File: src/rtl/fetch_prefetch_queue_pkg.sv
// Shared fetch-path types: program counter, instruction word and the
// {pc, instr} entry carried from the ROM read port to decode.
package fetch_prefetch_queue_pkg;

  typedef logic [7:0]  ProgramCounter;
  typedef logic [31:0] Instruction;

  typedef struct packed {
    ProgramCounter pc;
    Instruction    instr;
  } FetchEntry;

  localparam ProgramCounter FETCH_RESET_PC = 8'h00;

  // Saturating 8-bit add, used so the discard statistic never wraps to zero.
  function automatic logic [7:0] sat_add8(input logic [7:0] a, input logic [7:0] b);
    logic [8:0] sum;
    sum = {1'b0, a} + {1'b0, b};
    if (sum[8]) begin
      sat_add8 = 8'hFF;
    end else begin
      sat_add8 = sum[7:0];
    end
  endfunction

endpackage

File: src/rtl/fetch_fifo.sv
// Small circular FIFO of fetch entries; occupancy is tracked with an explicit
// counter so full and empty never rely on pointer equality.
module fetch_fifo
  import fetch_prefetch_queue_pkg::*;
#(
  parameter int unsigned DEPTH = 4
) (
  input  logic                    clk,
  input  logic                    rst_n,
  input  logic                    push,
  input  FetchEntry               push_entry,
  input  logic                    pop,
  input  logic                    clear,
  output logic [$clog2(DEPTH):0]  count,
  output FetchEntry               head
);

  localparam int unsigned PW = $clog2(DEPTH);
  localparam int unsigned CW = PW + 1;

  FetchEntry     mem_q [DEPTH];
  FetchEntry     mem_d [DEPTH];
  logic [PW-1:0] head_ptr_q, head_ptr_d;
  logic [PW-1:0] tail_ptr_q, tail_ptr_d;
  logic [CW-1:0] count_q, count_d;

  // Next-state for storage, pointers and occupancy; clear overrides push/pop.
  always_comb begin
    mem_d      = mem_q;
    head_ptr_d = head_ptr_q;
    tail_ptr_d = tail_ptr_q;
    count_d    = count_q;
    if (clear) begin
      head_ptr_d = '0;
      tail_ptr_d = '0;
      count_d    = '0;
    end else begin
      if (push) begin
        mem_d[tail_ptr_q] = push_entry;
        tail_ptr_d        = tail_ptr_q + PW'(1'b1);
      end else begin
        tail_ptr_d = tail_ptr_q;
      end
      if (pop) begin
        head_ptr_d = head_ptr_q + PW'(1'b1);
      end else begin
        head_ptr_d = head_ptr_q;
      end
      count_d = count_q + CW'(push) - CW'(pop);
    end
  end

  // State registers; reset also scrubs storage so nothing stale can resurface.
  always_ff @(posedge clk or negedge rst_n) begin
    if (!rst_n) begin
      for (int unsigned i = 0; i < DEPTH; i++) begin
        mem_q[i] <= '0;
      end
      head_ptr_q <= '0;
      tail_ptr_q <= '0;
      count_q    <= '0;
    end else begin
      mem_q      <= mem_d;
      head_ptr_q <= head_ptr_d;
      tail_ptr_q <= tail_ptr_d;
      count_q    <= count_d;
    end
  end

  assign count = count_q;
  assign head  = (count_q == '0) ? FetchEntry'('0) : mem_q[head_ptr_q];

endmodule

File: src/rtl/fetch_prefetch_queue.sv
// Fetch front end: owns the fetch PC, reads the combinational InstROM one word
// per cycle and queues {pc, instr} for decode; redirects flush and restart.
module fetch_prefetch_queue
  import fetch_prefetch_queue_pkg::*;
#(
  parameter int unsigned   DEPTH    = 4,
  parameter ProgramCounter RESET_PC = FETCH_RESET_PC
) (
  input  logic                   clk,
  input  logic                   rst,
  output logic [7:0]             rom_addr,
  input  logic [31:0]            rom_instr,
  input  logic                   redirect,
  input  logic [7:0]             redirect_pc,
  output logic                   out_valid,
  input  logic                   out_ready,
  output logic [31:0]            out_instr,
  output logic [7:0]             out_pc,
  output logic [$clog2(DEPTH):0] count,
  output logic [7:0]             flushed
);

  localparam int unsigned   CW         = $clog2(DEPTH) + 1;
  localparam logic [CW-1:0] FULL_COUNT = CW'(DEPTH);

  ProgramCounter fetch_pc_q, fetch_pc_d;
  logic [7:0]    flushed_q, flushed_d;
  logic [CW-1:0] count_s;
  logic [7:0]    drop_s;
  logic          pop_s;
  logic          push_s;
  FetchEntry     push_entry_s;
  FetchEntry     head_s;

  assign out_valid    = (count_s != '0);
  assign pop_s        = out_valid & out_ready;
  assign push_s       = !redirect & ((count_s < FULL_COUNT) | pop_s);
  assign push_entry_s = '{pc: fetch_pc_q, instr: rom_instr};
  // An entry popped in the redirect cycle was delivered, so it is not counted as discarded.
  assign drop_s       = 8'(count_s) - {7'b0000000, pop_s};

  fetch_fifo #(
    .DEPTH (DEPTH)
  ) u_fifo (
    .clk        (clk),
    .rst_n      (rst),
    .push       (push_s),
    .push_entry (push_entry_s),
    .pop        (pop_s),
    .clear      (redirect),
    .count      (count_s),
    .head       (head_s)
  );

  // Fetch PC and discard-counter next state; redirect takes priority over push.
  always_comb begin
    fetch_pc_d = fetch_pc_q;
    flushed_d  = flushed_q;
    if (redirect) begin
      fetch_pc_d = redirect_pc;
      flushed_d  = sat_add8(flushed_q, drop_s);
    end else if (push_s) begin
      fetch_pc_d = fetch_pc_q + 8'h01;
      flushed_d  = flushed_q;
    end else begin
      fetch_pc_d = fetch_pc_q;
      flushed_d  = flushed_q;
    end
  end

  // Fetch PC and statistics registers.
  always_ff @(posedge clk or negedge rst) begin
    if (!rst) begin
      fetch_pc_q <= RESET_PC;
      flushed_q  <= 8'h00;
    end else begin
      fetch_pc_q <= fetch_pc_d;
      flushed_q  <= flushed_d;
    end
  end

  assign rom_addr  = fetch_pc_q;
  assign out_instr = head_s.instr;
  assign out_pc    = head_s.pc;
  assign count     = count_s;
  assign flushed   = flushed_q;

endmodule

File: config.mk
export PLATFORM = sky130hd
export DESIGN_NAME = fetch_prefetch_queue
export DESIGN_NICKNAME = d
export VERILOG_FILES = /design/src/rtl/fetch_prefetch_queue_pkg.sv /design/src/rtl/fetch_fifo.sv /design/src/rtl/fetch_prefetch_queue.sv
export SDC_FILE = /design/constraint.sdc
export NUM_CORES = 1
export LEC_CHECK = 0
export CORE_ASPECT_RATIO = 1.1
export CORE_MARGIN = 5
export CORE_UTILIZATION = 56
export CTS_BUF_LIST = sky130_fd_sc_hd__clkbuf_16
export CTS_CLUSTER_DIAMETER = 60
export DETAILED_ROUTE_END_ITERATION = 7
export GPL_TIMING_DRIVEN = 0
export PLACE_DENSITY = 0.8
export SLEW_MARGIN = 15
export SYNTH_ARGS = -nofsm -noshare
export SYNTH_HDL_FRONTEND = slang
export SYNTH_HIERARCHICAL = 1
export SYNTH_SLANG_ARGS = --single-unit
File: constraint.sdc
create_clock -name clk -period 3.35 [get_ports clk]
set_clock_uncertainty 0.05 [all_clocks]
set_input_delay 0.67 -clock clk [delete_from_list [all_inputs] [get_ports clk]]
set_output_delay 0.67 -clock clk [all_outputs]
set_load 0.01 [all_outputs]
==> qor.yml <==
cells_and_area:
  sequential_cell_area_sq_um: 4581
  drive_gt1_share_pct: 36.38
  fin_nets: 773
  layout_common_cells: "182 x dfrtp_1, 160 x mux2_2, 102 x clkdlybuf4s50_1"
  fraction_of_the_core_area_covered_by_cells_at_the_end_of_the_flow_pct: 70.06
  filler_instances: 1039
  syn2layout_area_growth_pct: 21.68
  stdcell_area_sq_um: 10630
  layout.cells.most_common: "dfrtp_1"
  antenna-diode-count: 0
  finish.cell_count_without_fillers: 919
  multiInputGateArea_sq_um: 3890
synth:
  synth.yosys.seq_area_share_pct: 52.42
  synth_area_per_cell_sq_um: 14.88
  synthesis.area_sq_um: 8736
  synth.yosys.warnings: 6
  ys_ff_latch: 183
  synth_edf_count: 0
  synth-async-reset-ratio_pct: 100.0
  syn_nets: 650
  yosysUniqueCellTypes: 42
  netlist_instances: 587
  synth_flop_cell: "dfrtp_1"
global_route:
  global_route_wire_length_before_repair_um: 30850
  grt_usage_pct: 21.88
  grt_antenna_before_repair: 0
  vias_in_the_first_global_route: 5990
  globalRouteOverflowTotal: 0
  grt_start_max_net_pins: 101
cts:
  worst_skew_pair.late_latency_ns: 0.43
  ctsHoldBuffers: 0
  sink_count: 183
  path_clk_slew_ns: 0.06
  cts_max_path_buffers: 2
  cts_buffer_count: 17
  clock_tree_from_tritoncts: "done"
  ctsRootBufferMaster: "clkbuf_16"
  ctsHtreeMaxLevel: 4
sta:
  setup_total_negative_slack_ns: 0
  actual_slew_at_the_worst_max_slew_pin_ns: 0.7484
  max_clock_freq_mhz: 312.4
  slew_headroom_pct: 50.11
  fin_crit_ns: 3.201
  hold_viol_final: 0
  fin_ws_ns: 0.1490
  timing.final.crit_share_pct: 95.55
  maxSlewViolCount: 0
  unrepaired_setup_endpoints_after_global_routing: "no"
  timing.final.setup_violations: 0
status:
  run_status: "complete, no violations"
floorplan:
  die_height_um: 141.0
  placement_rows: 47
  die-area_sq_um: 18200
  floorplan.io_pins: 104
  floorplan.initialDensity_pct: 57.58
  placeableCoreArea_sq_um: 15170
  dieWidth_um: 129.1
place:
  preCtsSetupSlack_ns: -0.3994
  placed_area_sq_um: 10040
  post-dp-hpwl_um: 12750
  placed_cells_incl_taps: 887
  buffer_ports.inserted: 103
  gp_routability_congestion: 0.7865
route:
  routed_wire_length_per_instance_um: 20.16
  dr_total_vias: 5210
  first_iter_violations: 310
  wl_um: 18530
  remaining_drc_errors: 0
  detailedRoute.firstPassIterationCount: 6
  ant_nets: 0
  post_drt_via_cell_ratio: 5.669
worst_setup_path:
  worst_r2r_path_depth: 12
  endpoint_required_time_on_the_critical_path_ns: 3.66
  crit_arrival_ns: 3.52
  cp_max_fo: 7
  timing.setup.critical_path_class: "reg2reg"
  rrSetupSlack_ns: 0.15
  crit_path_start_kind: "flop"
  endpoint_kind: "flop"
job:
  drv.max_cap_violation_count: 0
worst_hold_path:
  hold_class: "in2async"
power_and_ir_drop:
  power.density_nw_per_um2: 901.7
  total_leakage_power_nw: 4.662
  vdd_ir_drop_max_mv: 0.6345
==> kinds of logic (layout without fill, tap and decap cells) <==
kind of cell	count (synthesis)	count (layout)	share of synthesized area, %
and+or+nand+nor	83	83	5.457
xor gates and xnor gates	16	16	1.762
AOI/OAI and AO/OA	34	34	2.693
muxes	204	204	31.52
adders and majority gates	19	19	2.893
buffers and inverters	48	184	3.251
DFF	183	183	52.42
==> synthesized netlist by cell type, types with 5 or more instances <==
cell type,instances,share of area [%]
buf_2,22,1.3
o21ai_0,10,0.57
a21oi_1,5,0.29
and2_1,42,3.0
inv_1,13,0.56
o22a_1,6,0.60
nand3b_1,5,0.43
nor2_1,6,0.26
xnor2_1,9,0.90
dfrtp_1,183,52
mux2_2,160,21
clkbuf_1,7,0.30
nand2_1,13,0.56
mux4_2,37,9.5
ha_1,17,2.4
xor2_1,6,0.60
==> final timing paths <==
path | startpoint | end
worst max register to register | u_fifo/count[1] | flushed[3]
min in group clk | u_fifo/mem_q[38] | u_fifo/mem_q[38]
worst min register to register | u_fifo/mem_q[38] | u_fifo/mem_q[38]
worst max-delay path | u_fifo/count[1] | flushed[3]
worst min-delay path | rst | rom_addr[4]
max in group asynchronous | rst | u_fifo/mem_q[10]
==> critical path, stage by stage, from the launching register on <==
cell and delay, ns:
dfrtp_2 0.47, or3_1 0.41, and2_2 0.26, ha_1 0.29, inv_1 0.06, ha_1 0.19, inv_1 0.07, fa_1 0.40
nand2b_1 0.20, a21oi_2 0.17, nor2b_1 0.12, o21ai_4 0.27, o22a_1 0.19
==> power breakdown <==
group / switching (mW) / total [mW] / internal (mW)
logic: 1.62 / 4.11 / 2.50
registers: 0.490 / 3.57 / 3.08
clock network: 0.821 / 1.91 / 1.09
total: 2.93 / 9.59 / 6.66
==> what timing repair did <==
action | in CTS | in global routing
buffers inserted | 0 | 0
setup endpoints to repair | 7 | 8
pin swaps | 1 | 1
resized for setup | 1 | 4
==> flip-flops by register name (all words and copies together) (netlist names) <==
| name | flops |
|---|---|
| u_fifo/mem_q | 160 |
| flushed | 8 |
| rom_addr | 8 |
| u_fifo/count | 3 |
| u_fifo/head_ptr_q | 2 |
| u_fifo/tail_ptr_q | 2 |
==> stage by stage <==
stage	total power, mW	hold WS, ns
2_1_floorplan	6.179	0.3244
3_3_place_gp	7.483	0.4286
3_5_place_dp	7.716	0.4374
4_1_cts	9.675	0.2575
5_1_grt	10.18	0.2754
6_report	9.586	0.2316
==> cell type report <==
class	count	share of cell area, %
Sequential cell	183	43.09
Clock inverter	15	1.330
Clock buffer	17	4.002
Timing Repair Buffer	104	10.00
Multi-Input combinational cell	356	36.59
Tap cell	196	2.307
Buffer	35	2.213
Inverter	13	0.4590
==> per-layer routing <==
| metal | global-route usage [%] | part of all wire, % | vias to the layer above |
|---|---|---|---|
| li1 | - | - | 2380 |
| met2 | 38.24 | 54 | 99 |
| met4 | 7.020 | 1.6 | 0 |
| met3 | 4.313 | 3.8 | 21 |
| met1 | 27.34 | 41 | 2710 |
| met5 | 0 | 0 | - |
Note: power is estimated with default switching activity, not from simulation.
